[src/rtl/ram_arbiter.sv]
// ram_arbiter: round-robin arbiter sharing one RAM port among NUM_CH requesters,
// with a per-transaction wait timeout that reports ERROR to the owning channel.
module ram_arbiter #(
  parameter int NUM_CH  = 4,
  parameter int ADDR_W  = 32,
  parameter int DATA_W  = 32,
  parameter int TIMEOUT = 255
) (
  input  logic                       CLK,
  input  logic                       nRST,
  input  logic [NUM_CH-1:0]          memREN,
  input  logic [NUM_CH-1:0]          memWEN,
  input  logic [NUM_CH*ADDR_W-1:0]   memaddr,
  input  logic [NUM_CH*DATA_W-1:0]   memstore,
  output logic [NUM_CH*2-1:0]        chstate,
  output logic [NUM_CH*DATA_W-1:0]   chload,
  output logic                       ramREN,
  output logic                       ramWEN,
  output logic [ADDR_W-1:0]          ramaddr,
  output logic [DATA_W-1:0]          ramstore,
  input  logic [1:0]                 ramstate,
  input  logic [DATA_W-1:0]          ramload,
  output logic [$clog2(NUM_CH)-1:0]  grant
);
  localparam int GW = $clog2(NUM_CH);
  localparam int CW = $clog2(TIMEOUT + 1);
  localparam logic [1:0] FREE = 2'd0, BUSY = 2'd1, ACCESS = 2'd2, ERROR = 2'd3;
  typedef enum logic [1:0] {IDLE, WAIT, TOUT} state_t;
  state_t state, state_n;
  logic [GW-1:0] last, pick;
  logic [CW-1:0] cnt;
  logic [ADDR_W-1:0] lat_addr;
  logic [DATA_W-1:0] lat_store;
  logic lat_wr, any_req, done;
  logic [NUM_CH-1:0] req;
  assign req = memREN | memWEN;
  assign done = ramstate inside {ACCESS, ERROR};
  function automatic logic [GW-1:0] rr(input logic [GW-1:0] l, input int k);
    int j;
    j = int'(l) + k;
    return GW'(j >= NUM_CH ? j - NUM_CH : j);
  endfunction
  // walk from lowest to highest priority so the channel right after `last` wins
  always_comb begin
    pick = '0;
    any_req = 1'b0;
    for (int k = NUM_CH; k >= 1; k--) begin
      if (req[rr(last, k)]) begin
        pick = rr(last, k);
        any_req = 1'b1;
      end
    end
  end
  always_ff @(posedge CLK or negedge nRST) begin
    if (!nRST) begin
      state     <= IDLE;
      last      <= GW'(NUM_CH - 1);
      grant     <= '0;
      cnt       <= '0;
      lat_addr  <= '0;
      lat_store <= '0;
      lat_wr    <= 1'b0;
    end else begin
      state <= state_n;
      cnt   <= (state == WAIT) ? cnt + CW'(1) : '0;
      if (state == IDLE && any_req) begin
        grant     <= pick;
        lat_addr  <= memaddr[pick*ADDR_W +: ADDR_W];
        lat_store <= memstore[pick*DATA_W +: DATA_W];
        lat_wr    <= memWEN[pick];
      end
      if (state != IDLE && state_n == IDLE) last <= grant;
    end
  end
  always_comb begin
    state_n = (state == IDLE) ? (any_req ? WAIT : IDLE) :
              (state == TOUT || done) ? IDLE :
              (cnt + CW'(1) == CW'(TIMEOUT)) ? TOUT : WAIT;
  end
  always_comb begin
    ramREN   = state == WAIT && !lat_wr;
    ramWEN   = state == WAIT && lat_wr;
    ramaddr  = (state == WAIT) ? lat_addr : '0;
    ramstore = (state == WAIT) ? lat_store : '0;
    for (int i = 0; i < NUM_CH; i++) begin
      chstate[2*i +: 2]          = req[i] ? BUSY : FREE;
      chload[i*DATA_W +: DATA_W] = '0;
    end
    if (state == WAIT) chstate[2*grant +: 2] = (ramstate == ACCESS) ? ACCESS : (ramstate == ERROR) ? ERROR : BUSY;
    if (state == TOUT) chstate[2*grant +: 2] = ERROR;
    if (state == WAIT && ramstate == ACCESS) chload[grant*DATA_W +: DATA_W] = ramload;
  end
endmodule

[config.mk]
export PLATFORM = sky130hd
export DESIGN_NAME = ram_arbiter
export DESIGN_NICKNAME = d
export VERILOG_FILES = /design/src/rtl/ram_arbiter.sv
export SDC_FILE = /design/constraint.sdc
export NUM_CORES = 1
export LEC_CHECK = 0
export ABC_CLOCK_PERIOD_IN_PS = 5700
export BUFFER_PORTS_ARGS = -buffer_cell sky130_fd_sc_hd__buf_4
export CELL_PAD_IN_SITES_DETAIL_PLACEMENT = 1
export CELL_PAD_IN_SITES_GLOBAL_PLACEMENT = 1
export CORE_AREA = 2 2 196 198
export DETAILED_ROUTE_END_ITERATION = 10
export DIE_AREA = 0 0 198 200
export HOLD_SLACK_MARGIN = 0.02
export PLACE_DENSITY = 0.63
export SYNTH_ARGS = -nofsm -noshare
export SYNTH_HDL_FRONTEND = slang
export SYNTH_SLANG_ARGS = --single-unit
export TNS_END_PERCENT = 30
[constraint.sdc]
create_clock -name CLK -period 5.7 [get_ports CLK]
set_clock_uncertainty 0.1 [all_clocks]
set_input_delay 0.855 -clock CLK [delete_from_list [all_inputs] [get_ports CLK]]
set_output_delay 0.855 -clock CLK [all_outputs]
set_load 0.05 [all_outputs]
==> results_dict.tcl, run 1 <==
set metrics [dict create \
    status "completed" \
    grt_pass1_wl_mm 44.4 \
    multiInputGateArea_um2 4090 \
    path_class "reg2out" \
    fin_crit_ns 4.15 \
    ir_drop_uv 216 \
    ys_ff_latch 79 \
    power_density_nw_per_um2 487 \
    rows 71 \
    dp_cells 1668 \
    routed_wl_mm 30.7 \
    gp_congestion 0.799 \
    route.detailed.drc 0 \
    port_buffers 503 \
    fp.dieH_um 200 \
    syn_to_final_growth_pct 72.6 \
    fillers 4455 \
    avgSynthCellArea_um2 9.03 \
    worst_pin_slew_ns 1.04 \
    first_global_vias 7581 \
    total_power_w 0.00530 \
    p_sw_share_pct 52.9 \
    yosysUniqueCellTypes 46 \
    reg2reg_from "state[0]" \
    slew_headroom_pct 30.3 \
    final_cells 1684 \
    crit_arrival_ns 3.19 \
    die_area_um2 39600 \
    ys_warn_count 0 \
    vias_per_cell 4.26 \
    p_clk_share_pct 11.4 \
    maxCapViolCount 0 \
    groute.usage.overall_pct 14.7 \
    antenna_found_initial 2 \
    seq_area_um2 1980 \
    switching_power_w 0.00280 \
    die_w_um 198 \
    r2r-end "lat_store[22]" \
    finalMaxSlewViolations 0 \
    combPwrFrac_pct 69.8 \
    cts_htree_levels 3 \
    numCtsBuffers 9 \
    min-delay-path-class "in2async" \
    async_flop_share_pct 100 \
    final_nets 1476 \
    reg2reg_slack_ns 2.71 \
    yosys.cell_count.top_type "and2_1" \
    cts_hold_buf 0 \
    pin_count 504 \
    route.detailed.wl_per_inst_um 18.3 \
    synth-edff-count 0 \
    cts.sinks 79 \
    dp_hpwl_mm 25.0 \
    synth_top_area_share_pct 30.5 \
    coreArea_um2 37400 \
    grt-ovfl-total 0 \
    fmax_ghz 0.241 \
    final_hold_viol_count 0 \
    grt_max_degree 67 \
    clock-root-buffer "clkbuf_16" \
    start_util_pct 16.9 \
    ant_nets 0 \
    cp.required_ns 4.74 \
    yosys-top-cells-area "dfrtp_1, mux2i_1, and2_1" \
    ys.flop_type "dfrtp_1" \
    drt_iter0_drc 190 \
    fin_setup_tns_ns 0 \
    num_vias 7176 \
    setup_viol 0 \
    syn_area_um2 6310 \
    first_pass_iters 4 \
    cp_max_fo 32 \
    syn_nets 1007 \
    synth_top_cell_by_area "dfrtp_1" \
    worst_setup_path_start_kind "register" \
    r2r_cells 5 \
    fin_util_pct 29.1 \
    drive_above_1_share_pct 46.5 \
    p_leak_nw 5.58 \
    end_kind "primary output" \
    clk_pin_slew_ns 0.06 \
    synth_seq_area_share_pct 31.4 \
    cts_tree "built" \
    insertion_delay_ns 0.34 \
    cts_buffer_depth 2 \
    internal_power_w 0.00250 \
    ys_top_cells_by_count "and2_1, mux2i_1, dfrtp_1, nor2_1, nand2_1" \
    cts_resized 0 \
    syn_inst 699 \
    postCtsSetupRepairBufs 0 \
    p_seq_share_pct 18.8 \
    min_period_over_period_pct 72.7 \
    rsz0062_at_grt "false" \
]
-- power groups by stage --
stage	clock network, W	logic (W)	registers (W)
floorplan	0	0.00258	0.000959
global placement	0	0.00372	0.000990
detailed placement	0	0.00376	0.00101
CTS	0.000634	0.00377	0.000999
global route	0.000652	0.00395	0.00103
finish	0.000604	0.00370	0.000995
-- sequential cells by signal, indices dropped and copies added, names as in the netlist --
| name | flops |
|---|---|
| cnt | 8 |
| grant | 2 |
| last | 2 |
| lat_addr | 32 |
| lat_store | 32 |
| lat_wr | 1 |
| state | 2 |
-- cell usage in the layout, fill, tap and decap left out, drive strengths merged, types with 2 or more instances in the layout --
master and instances:
clkbuf 12, a21o 4, and2 193, dfrtp 77, a22o 2, a32o 2
dfstp 2, nor3b 2, a21oi 5, nand3 4, nand4 2, and3 2
xor2 4, nor2 55, o21ai 10, mux2i 130, a221oi 36, ha 8
inv 4, o221ai 31, nand2 47, xnor2 2, nor2b 4, buf 514
-- per-stage QoR --
stage	area (µm²)	setup slack, ns	hold WS (ns)
floorplan	6310	2.11	0.348
global placement	10600	1.95	0.363
detailed placement	10600	1.94	0.367
CTS	10900	1.54	0.330
global route	10900	1.21	0.339
finish	10900	1.55	0.334
-- how the worst max path moves through the flow --
| stage | start | end | slack, ns | cells after the start |
|---|---|---|---|---|
| floorplan | grant[0] | chstate[2] | 2.11 | 4 |
| global placement | memREN[1] | lat_addr[30] | 1.95 | 6 |
| detailed placement | grant[0] | chload[99] | 1.94 | 6 |
| CTS | grant[0] | chload[109] | 1.54 | 6 |
| global route | grant[0] | chload[102] | 1.21 | 6 |
| finish | grant[0] | chload[116] | 1.55 | 6 |
-- cell type report --
| type | count | area share [%] |
|---|---|---|
| Antenna cell | 1 | 0.0230 |
| Clock buffer | 12 | 2.35 |
| Clock inverter | 3 | 0.391 |
| Inverter | 4 | 0.138 |
| Multi-Input combinational cell | 560 | 37.5 |
| Sequential cell | 79 | 18.2 |
| Tap cell | 511 | 5.87 |
| Timing Repair Buffer | 514 | 35.5 |
-- critical path, cell delays in order (launching register included) --
cell     delay (ns)
dfrtp_1        0.46
inv_1          0.18
ha_1           0.38
nor4b_1        0.53
and3_1         0.85
and2_1         0.24
buf_4          0.20
-- per-layer routing --
| layer | up-vias | part of all wire, % | GRT usage (%) |
|---|---|---|---|
| met2 | 311 | 53 | 27.8 |
| met5 | - | 0.042 | 0 |
| met3 | 22 | 8.3 | 4.18 |
| met4 | 2 | 1.4 | 3.79 |
| li1 | 3406 | - | - |
| met1 | 3435 | 37 | 16.1 |
-- logic make-up (layout without fill, tap and decap cells) --
| logic type | Yosys count | in the layout | synth area share, % |
|---|---|---|---|
| simple gates | 319 | 319 | 28.0 |
| mux | 130 | 130 | 20.6 |
| compound gates | 97 | 97 | 13.1 |
| flops | 79 | 79 | 31.4 |
| buf+inv | 60 | 533 | 4.52 |
| fa+ha+maj | 8 | 8 | 1.59 |
| xor+xnor | 6 | 6 | 0.833 |
| other cells | 0 | 1 | 0 |
No activity file was read; power rests on OpenSTA's default activity.
==> inputs of run 2 (changes only) <==
==> config.mk (replaced) <==
export PLATFORM = sky130hd
export DESIGN_NAME = ram_arbiter
export DESIGN_NICKNAME = d
export VERILOG_FILES = /design/src/rtl/ram_arbiter.sv
export SDC_FILE = /design/constraint.sdc
export NUM_CORES = 1
export LEC_CHECK = 0
export ABC_AREA = 1
export ABC_CLOCK_PERIOD_IN_PS = 4000
export BUFFER_PORTS_ARGS = -buffer_cell sky130_fd_sc_hd__buf_4
export CELL_PAD_IN_SITES_DETAIL_PLACEMENT = 1
export CELL_PAD_IN_SITES_GLOBAL_PLACEMENT = 1
export CORE_AREA = 2 2 194 196
export DETAILED_ROUTE_END_ITERATION = 10
export DIE_AREA = 0 0 196 198
export HOLD_SLACK_MARGIN = 0.02
export PLACE_DENSITY = 0.76
export SYNTH_ARGS = -nofsm -noshare
export SYNTH_HDL_FRONTEND = slang
export SYNTH_SLANG_ARGS = --single-unit
export TNS_END_PERCENT = 30
==> constraint.sdc (replaced) <==
create_clock -name CLK -period 4 [get_ports CLK]
set_clock_uncertainty 0.1 [all_clocks]
set_input_delay 0.6 -clock CLK [delete_from_list [all_inputs] [get_ports CLK]]
set_output_delay 0.6 -clock CLK [all_outputs]
set_load 0.05 [all_outputs]
==> run 2 against run 1 <==
Die area fell by 2.0%. Worst setup slack lost 1.2 ns. Critical path depth is 1 lower. Power increased by 91%. Core utilization is 4.6 points higher. Clock power is 46% higher. Combinational power grew 110%. First-iteration DRC count up 27%. Highest routed layer is now met4.
==> results_dict.tcl, run 2 <==
set metrics [dict create \
    worst_setup_path_start_kind "register" \
    r2r-end "lat_store[2]" \
    reg2reg_slack_ns 1.16 \
    routed_wl_mm 38.9 \
    clock-root-buffer "clkbuf_16" \
    drive_above_1_share_pct 32.1 \
    ir_drop_uv 449 \
    num_vias 10600 \
    synth_top_cell_by_area "dfrtp_1" \
    grt-ovfl-total 0 \
    cp_max_fo 32 \
    min-delay-path-class "in2async" \
    slew_headroom_pct 24.4 \
    yosys.cell_count.top_type "inv_1" \
    cts_htree_levels 3 \
    vias_per_cell 4.52 \
    fin_setup_tns_ns 0 \
    cts_hold_buf 0 \
    numCtsBuffers 9 \
    ys_ff_latch 79 \
    route.detailed.drc 0 \
    grt_max_degree 74 \
    ant_nets 0 \
    ys.flop_type "dfrtp_1" \
    syn_inst 1408 \
    die_area_um2 38800 \
    final_nets 2160 \
    place_worst_setup_slack_ns 0.788 \
    groute.usage.overall_pct 19.6 \
    postCtsSetupRepairBufs 0 \
    async_flop_share_pct 100 \
    status "completed" \
    yosys-top-cells-area "dfrtp_1, inv_1, nand2_1" \
    rows 71 \
    syn_to_final_growth_pct 55.1 \
    worst_pin_slew_ns 1.13 \
    total_power_w 0.0101 \
    ys_top_cells_by_count "inv_1, nand2_1, nand3_1, nor3_1, nor2_1" \
    synth_compound_area_share_pct 6.10 \
    pin_count 504 \
    synth_top_area_share_pct 24.0 \
    cts.sinks 79 \
    gp_congestion 0.920 \
    power_density_nw_per_um2 812 \
    setup_viol 0 \
    dp_hpwl_mm 30.3 \
    fmax_ghz 0.273 \
    reg.largest.list "lat_addr x32, lat_store x32, cnt x8" \
    die_w_um 196 \
    fin_crit_ns 3.66 \
    first_pass_iters 4 \
    syn_nets 1716 \
    port_buffers 503 \
    ys_warn_count 0 \
    r2r_cells 14 \
    cp.required_ns 3.30 \
    min_period_over_period_pct 91.4 \
    synth-edff-count 0 \
    synth_xor_area_share_pct 0.545 \
    fin_util_pct 33.8 \
    fin_ws_ns 0.342 \
    insertion_delay_ns 0.35 \
    finalMaxSlewViolations 0 \
    rsz0062_at_grt "false" \
    avgSynthCellArea_um2 5.71 \
    yosys.area_share.simple_pct 45.1 \
    route.detailed.wl_per_inst_um 16.7 \
    first_global_vias 11100 \
    grt_pass1_wl_mm 60.3 \
    end_kind "primary output" \
    yosysUniqueCellTypes 31 \
    fp.dieH_um 198 \
    synth_seq_area_share_pct 24.6 \
    start_util_pct 21.8 \
    maxCapViolCount 0 \
    drt_iter0_drc 241 \
    syn_area_um2 8040 \
    coreArea_um2 37000 \
    reg2reg_from "last[0]" \
    cts_resized 0 \
    final_hold_viol_count 0 \
    crit_arrival_ns 2.96 \
    p_leak_nw 7.41 \
    cts_tree "built" \
    muxShareOfSynthArea_pct 0 \
    cts_buffer_depth 2 \
    final_common_cell "buf_4" \
    synth_top_family_by_area "simple AND/OR/NAND/NOR gates" \
    clk_pin_slew_ns 0.08 \
    antenna_found_initial 4 \
    most-common-layout-cells "buf_4, inv_1, nand2_1" \
    synthAdderAreaFrac_pct 1.24 \
    path_class "reg2out" \
]
==> run 2: changes by cell type after synthesis, moves of 19 or more <==
cell / delta
and2_1: -193
buf_2: +19
a221oi_1: -32
mux2i_1: -130
nand3_1: +241
inv_1: +346
o211ai_2: +30
nor2_1: +38
nand2_1: +284
o221ai_1: -27
nor3_1: +130
==> run 2: worst max-delay path: stages, from the launching register on <==
cell,delay (ns)
dfrtp_1,0.52
inv_2,0.39
ha_1,0.30
nand2_1,0.66
nor3_1,0.47
buf_4,0.26
==> run 2: cell type report <==
| cell class | count | area (µm²) |
|---|---|---|
| fill | 4889 | 24500 |
| clock inverter | 7 | 77.6 |
| inverter | 357 | 1340 |
| tap | 474 | 593 |
| multi-input combinational | 880 | 4270 |
| sequential | 79 | 1980 |
| clock buffer | 9 | 225 |
| antenna | 3 | 7.51 |
| timing repair buffer | 525 | 3980 |
==> run 2: layer usage <==
metal  track usage, %  routed length [µm]  vias to the layer above  share of wire, %
met3             3.47                2190                       66               5.6
li1                 -                   -                     5166                 -
met4             7.74                1350                        0               3.5
met2             37.6               20400                      351                52
met1             21.3               14900                     4972                38
met5                0                   0                        -                 0
==> run 2: how the worst max path moves through the flow <==
| stage | start | endpoint | cells past startpoint |
|---|---|---|---|
| after floorplan | grant[0] | chload[10] | 7 |
| after global placement | memWEN[0] | lat_store[17] | 14 |
| after detailed placement | grant[0] | chload[31] | 5 |
| after CTS | grant[0] | chload[31] | 5 |
| after global routing | grant[0] | chload[31] | 5 |
| final | grant[0] | chload[25] | 5 |
==> run 2: cell families (layout without fill, tap and decap cells) <==
logic type,Yosys count,in the layout
fa+ha+maj,8,8
other cells,0,3
flops,79,79
compound gates,47,47
xor+xnor,5,5
simple gates,820,820
buf+inv,449,898
==> run 2: stage by stage <==
step | hold slack [ns] | std cells | instance area (µm²)
after detailed placement | 0.365 | 2315 | 12200
after global placement | 0.361 | 2315 | 12200
after global routing | 0.340 | 2334 | 12500
final | 0.273 | 2334 | 12500
after floorplan | 0.204 | 1408 | 8040
after CTS | 0.311 | 2331 | 12500
==> run 2: where the power goes <==
group	leakage (nW)	internal, W	total, W	switching (W)
sequential	0.972	0.00121	0.00145	0.000244
combinational	6.29	0.00225	0.00779	0.00554
clock	0.152	0.000493	0.000884	0.000391
total	7.41	0.00395	0.0101	0.00617
==> inputs of run 3 (changes only) <==
--- a/config.mk
+++ b/config.mk
@@ -14,7 +14,9 @@
 export DETAILED_ROUTE_END_ITERATION = 10
 export DIE_AREA = 0 0 196 198
 export HOLD_SLACK_MARGIN = 0.02
+export MAX_ROUTING_LAYER = met4
 export PLACE_DENSITY = 0.76
+export RECOVER_POWER = 25
 export SYNTH_ARGS = -nofsm -noshare
 export SYNTH_HDL_FRONTEND = slang
 export SYNTH_SLANG_ARGS = --single-unit
==> run 3 against run 2 <==
The run now ends with max-capacitance violations, max-slew violations left. Design area fell by 0.16%. Critical path type unchanged. Highest routed layer unchanged. Critical path depth rose by 2. Combinational power fell by 1%. Sequential cell count did not move.
==> results_dict.tcl, run 3 (synthesized netlist as in run 2, its figures left out) <==
set metrics [dict create \
    cts_hold_buf 0 \
    drive_above_1_share_pct 32.0 \
    cts.sinks 79 \
    insertion_delay_ns 0.34 \
    path_class "reg2out" \
    placed_cell_area_um2 12200 \
    clock-root-buffer "clkbuf_16" \
    cts_tree "built" \
    final_common_cell "buf_4" \
    crit_slowest_cell "dfrtp_1" \
    cpMostUsedCell "buf_4" \
    routed_wl_mm 39.3 \
    pin_count 504 \
    switching_power_w 0.00612 \
    p_seq_share_pct 14.5 \
    port_buffers 503 \
    p_sw_share_pct 61.1 \
    fin_setup_tns_ns 0 \
    rsz0062_at_grt "false" \
    fmax_ghz 0.280 \
    start_util_pct 21.8 \
    crit_chain "inv_2 > ha_1 > inv_1 > nand4_1 > buf_4 > nor3_1 > buf_4" \
    drt_iter0_drc 302 \
    crit_arrival_ns 2.87 \
    worst_setup_path_start_kind "register" \
    grt-ovfl-total 0 \
    maxCapViolCount 1 \
    ant_nets 0 \
    coreArea_um2 37000 \
    grt_max_degree 81 \
    power_density_nw_per_um2 804 \
    syn_to_final_growth_pct 54.9 \
    worst_pin_slew_ns 1.82 \
    slew_headroom_pct -21.4 \
    min_period_over_period_pct 89.2 \
    cts_resized 0 \
    cts_htree_levels 3 \
    violations "max-capacitance violations, max-slew violations" \
    die_area_um2 38800 \
    min-delay-path-class "reg2reg" \
    most-common-layout-cells "buf_4, inv_1, nand2_1" \
    critical_path.top_delay_family "buffers and inverters" \
    route.detailed.drc 0 \
    rows 71 \
    fp.dieH_um 198 \
    met1_usage_pct 21.7 \
    final_nets 2163 \
    grt_pass1_wl_mm 60.0 \
    status "finished, violations left" \
    route.detailed.wl_per_inst_um 16.8 \
    first_global_vias 11000 \
    fillers 4896 \
    dp_hpwl_mm 31.1 \
    end_kind "primary output" \
    num_vias 10600 \
    combPwrFrac_pct 77.0 \
    final_hold_viol_count 0 \
    postCtsSetupRepairBufs 0 \
    die_w_um 196 \
    groute.usage.overall_pct 20.2 \
    gp_congestion 0.919 \
    p_clk_share_pct 8.5 \
    clk_pin_slew_ns 0.07 \
    gr-usage-met3_pct 3.41 \
    finalMaxSlewViolations 66 \
    first_pass_iters 4 \
    grt-busiest-layer "met2" \
    setup_viol 0 \
    cp.required_ns 3.30 \
    vias_per_cell 4.52 \
    ir_drop_uv 460 \
    cp_max_fo 23 \
    numCtsBuffers 9 \
    p_leak_nw 7.40 \
    fin_crit_ns 3.57 \
    cts_buffer_depth 2 \
    final_area_um2 12500 \
    worst-path-buf-inv 4 \
    reg.largest.list "lat_addr x32, lat_store x32, cnt x8" \
    internal_power_w 0.00389 \
    antenna_found_initial 5 \
    max_stage_delay_ns 0.54 \
    use_met2_pct 37.4 \
]
[run 3: routing by layer]
metal | vias up | wire (µm) | part of all wire (%)
li1 | 5177 | - | -
met1 | 5001 | 15300 | 39
met2 | 342 | 20900 | 53
met3 | 48 | 2070 | 5.3
met4 | 0 | 994 | 2.5
met5 | - | 0 | 0
[run 3: stage by stage]
stage / utilization [%] / total power, W / std cells / hold slack [ns] / setup WS [ns]
after CTS: 33.7 / 0.0102 / 2334 / 0.319 / 0.445
after global placement: 32.9 / 0.00909 / 2318 / 0.362 / 0.643
final: 33.7 / 0.0100 / 2338 / 0.378 / 0.430
after floorplan: - / 0.00706 / 1408 / 0.204 / 0.208
after global routing: 33.7 / 0.0110 / 2338 / 0.397 / 0.153
after detailed placement: 32.9 / 0.00928 / 2318 / 0.366 / 0.559
[run 3: path summary, 6_finish.rpt]
kind | endpoint | depth (start not counted) | slack [ns] | startpoint
max reg2reg | lat_store[27] | 13 | 0.98 | last[0]
max | chload[117] | 7 | 0.43 | grant[0]
max in group asynchronous | cnt[0] | 2 | 1.69 | nRST
min | lat_addr[24] | 2 | 0.38 | lat_addr[24]
min reg2reg | lat_addr[24] | 2 | 0.38 | lat_addr[24]
min in group asynchronous | lat_addr[5] | 1 | 0.64 | nRST
[run 3: area by class of cell]
class                   instances  area, µm²  share of cell area, %
multi-input cells             880       4270                   34.3
clock buffers                   9        225                   1.81
diodes                          4       10.0                 0.0804
well taps                     474        593                   4.76
repair buffers                528       3960                   31.8
clock inverters                 7       71.3                  0.573
inverters                     357       1340                   10.8
flip-flops and latches         79       1980                   15.9
[run 3: power groups by stage]
stage | Sequential, W | Clock (W) | Combinational, W
finish | 0.00145 | 0.000853 | 0.00771
global route | 0.00150 | 0.000922 | 0.00857
CTS | 0.00145 | 0.000890 | 0.00784
detailed placement | 0.00146 | 0 | 0.00782
global placement | 0.00144 | 0 | 0.00765
floorplan | 0.00141 | 0 | 0.00565
[run 3: worst min-delay path: cells and delay by family (launching register included)]
| kind | cells | cell delay [ns] |
|---|---|---|
| flops | 1 | 0.34 |
| simple gates | 2 | 0.10 |
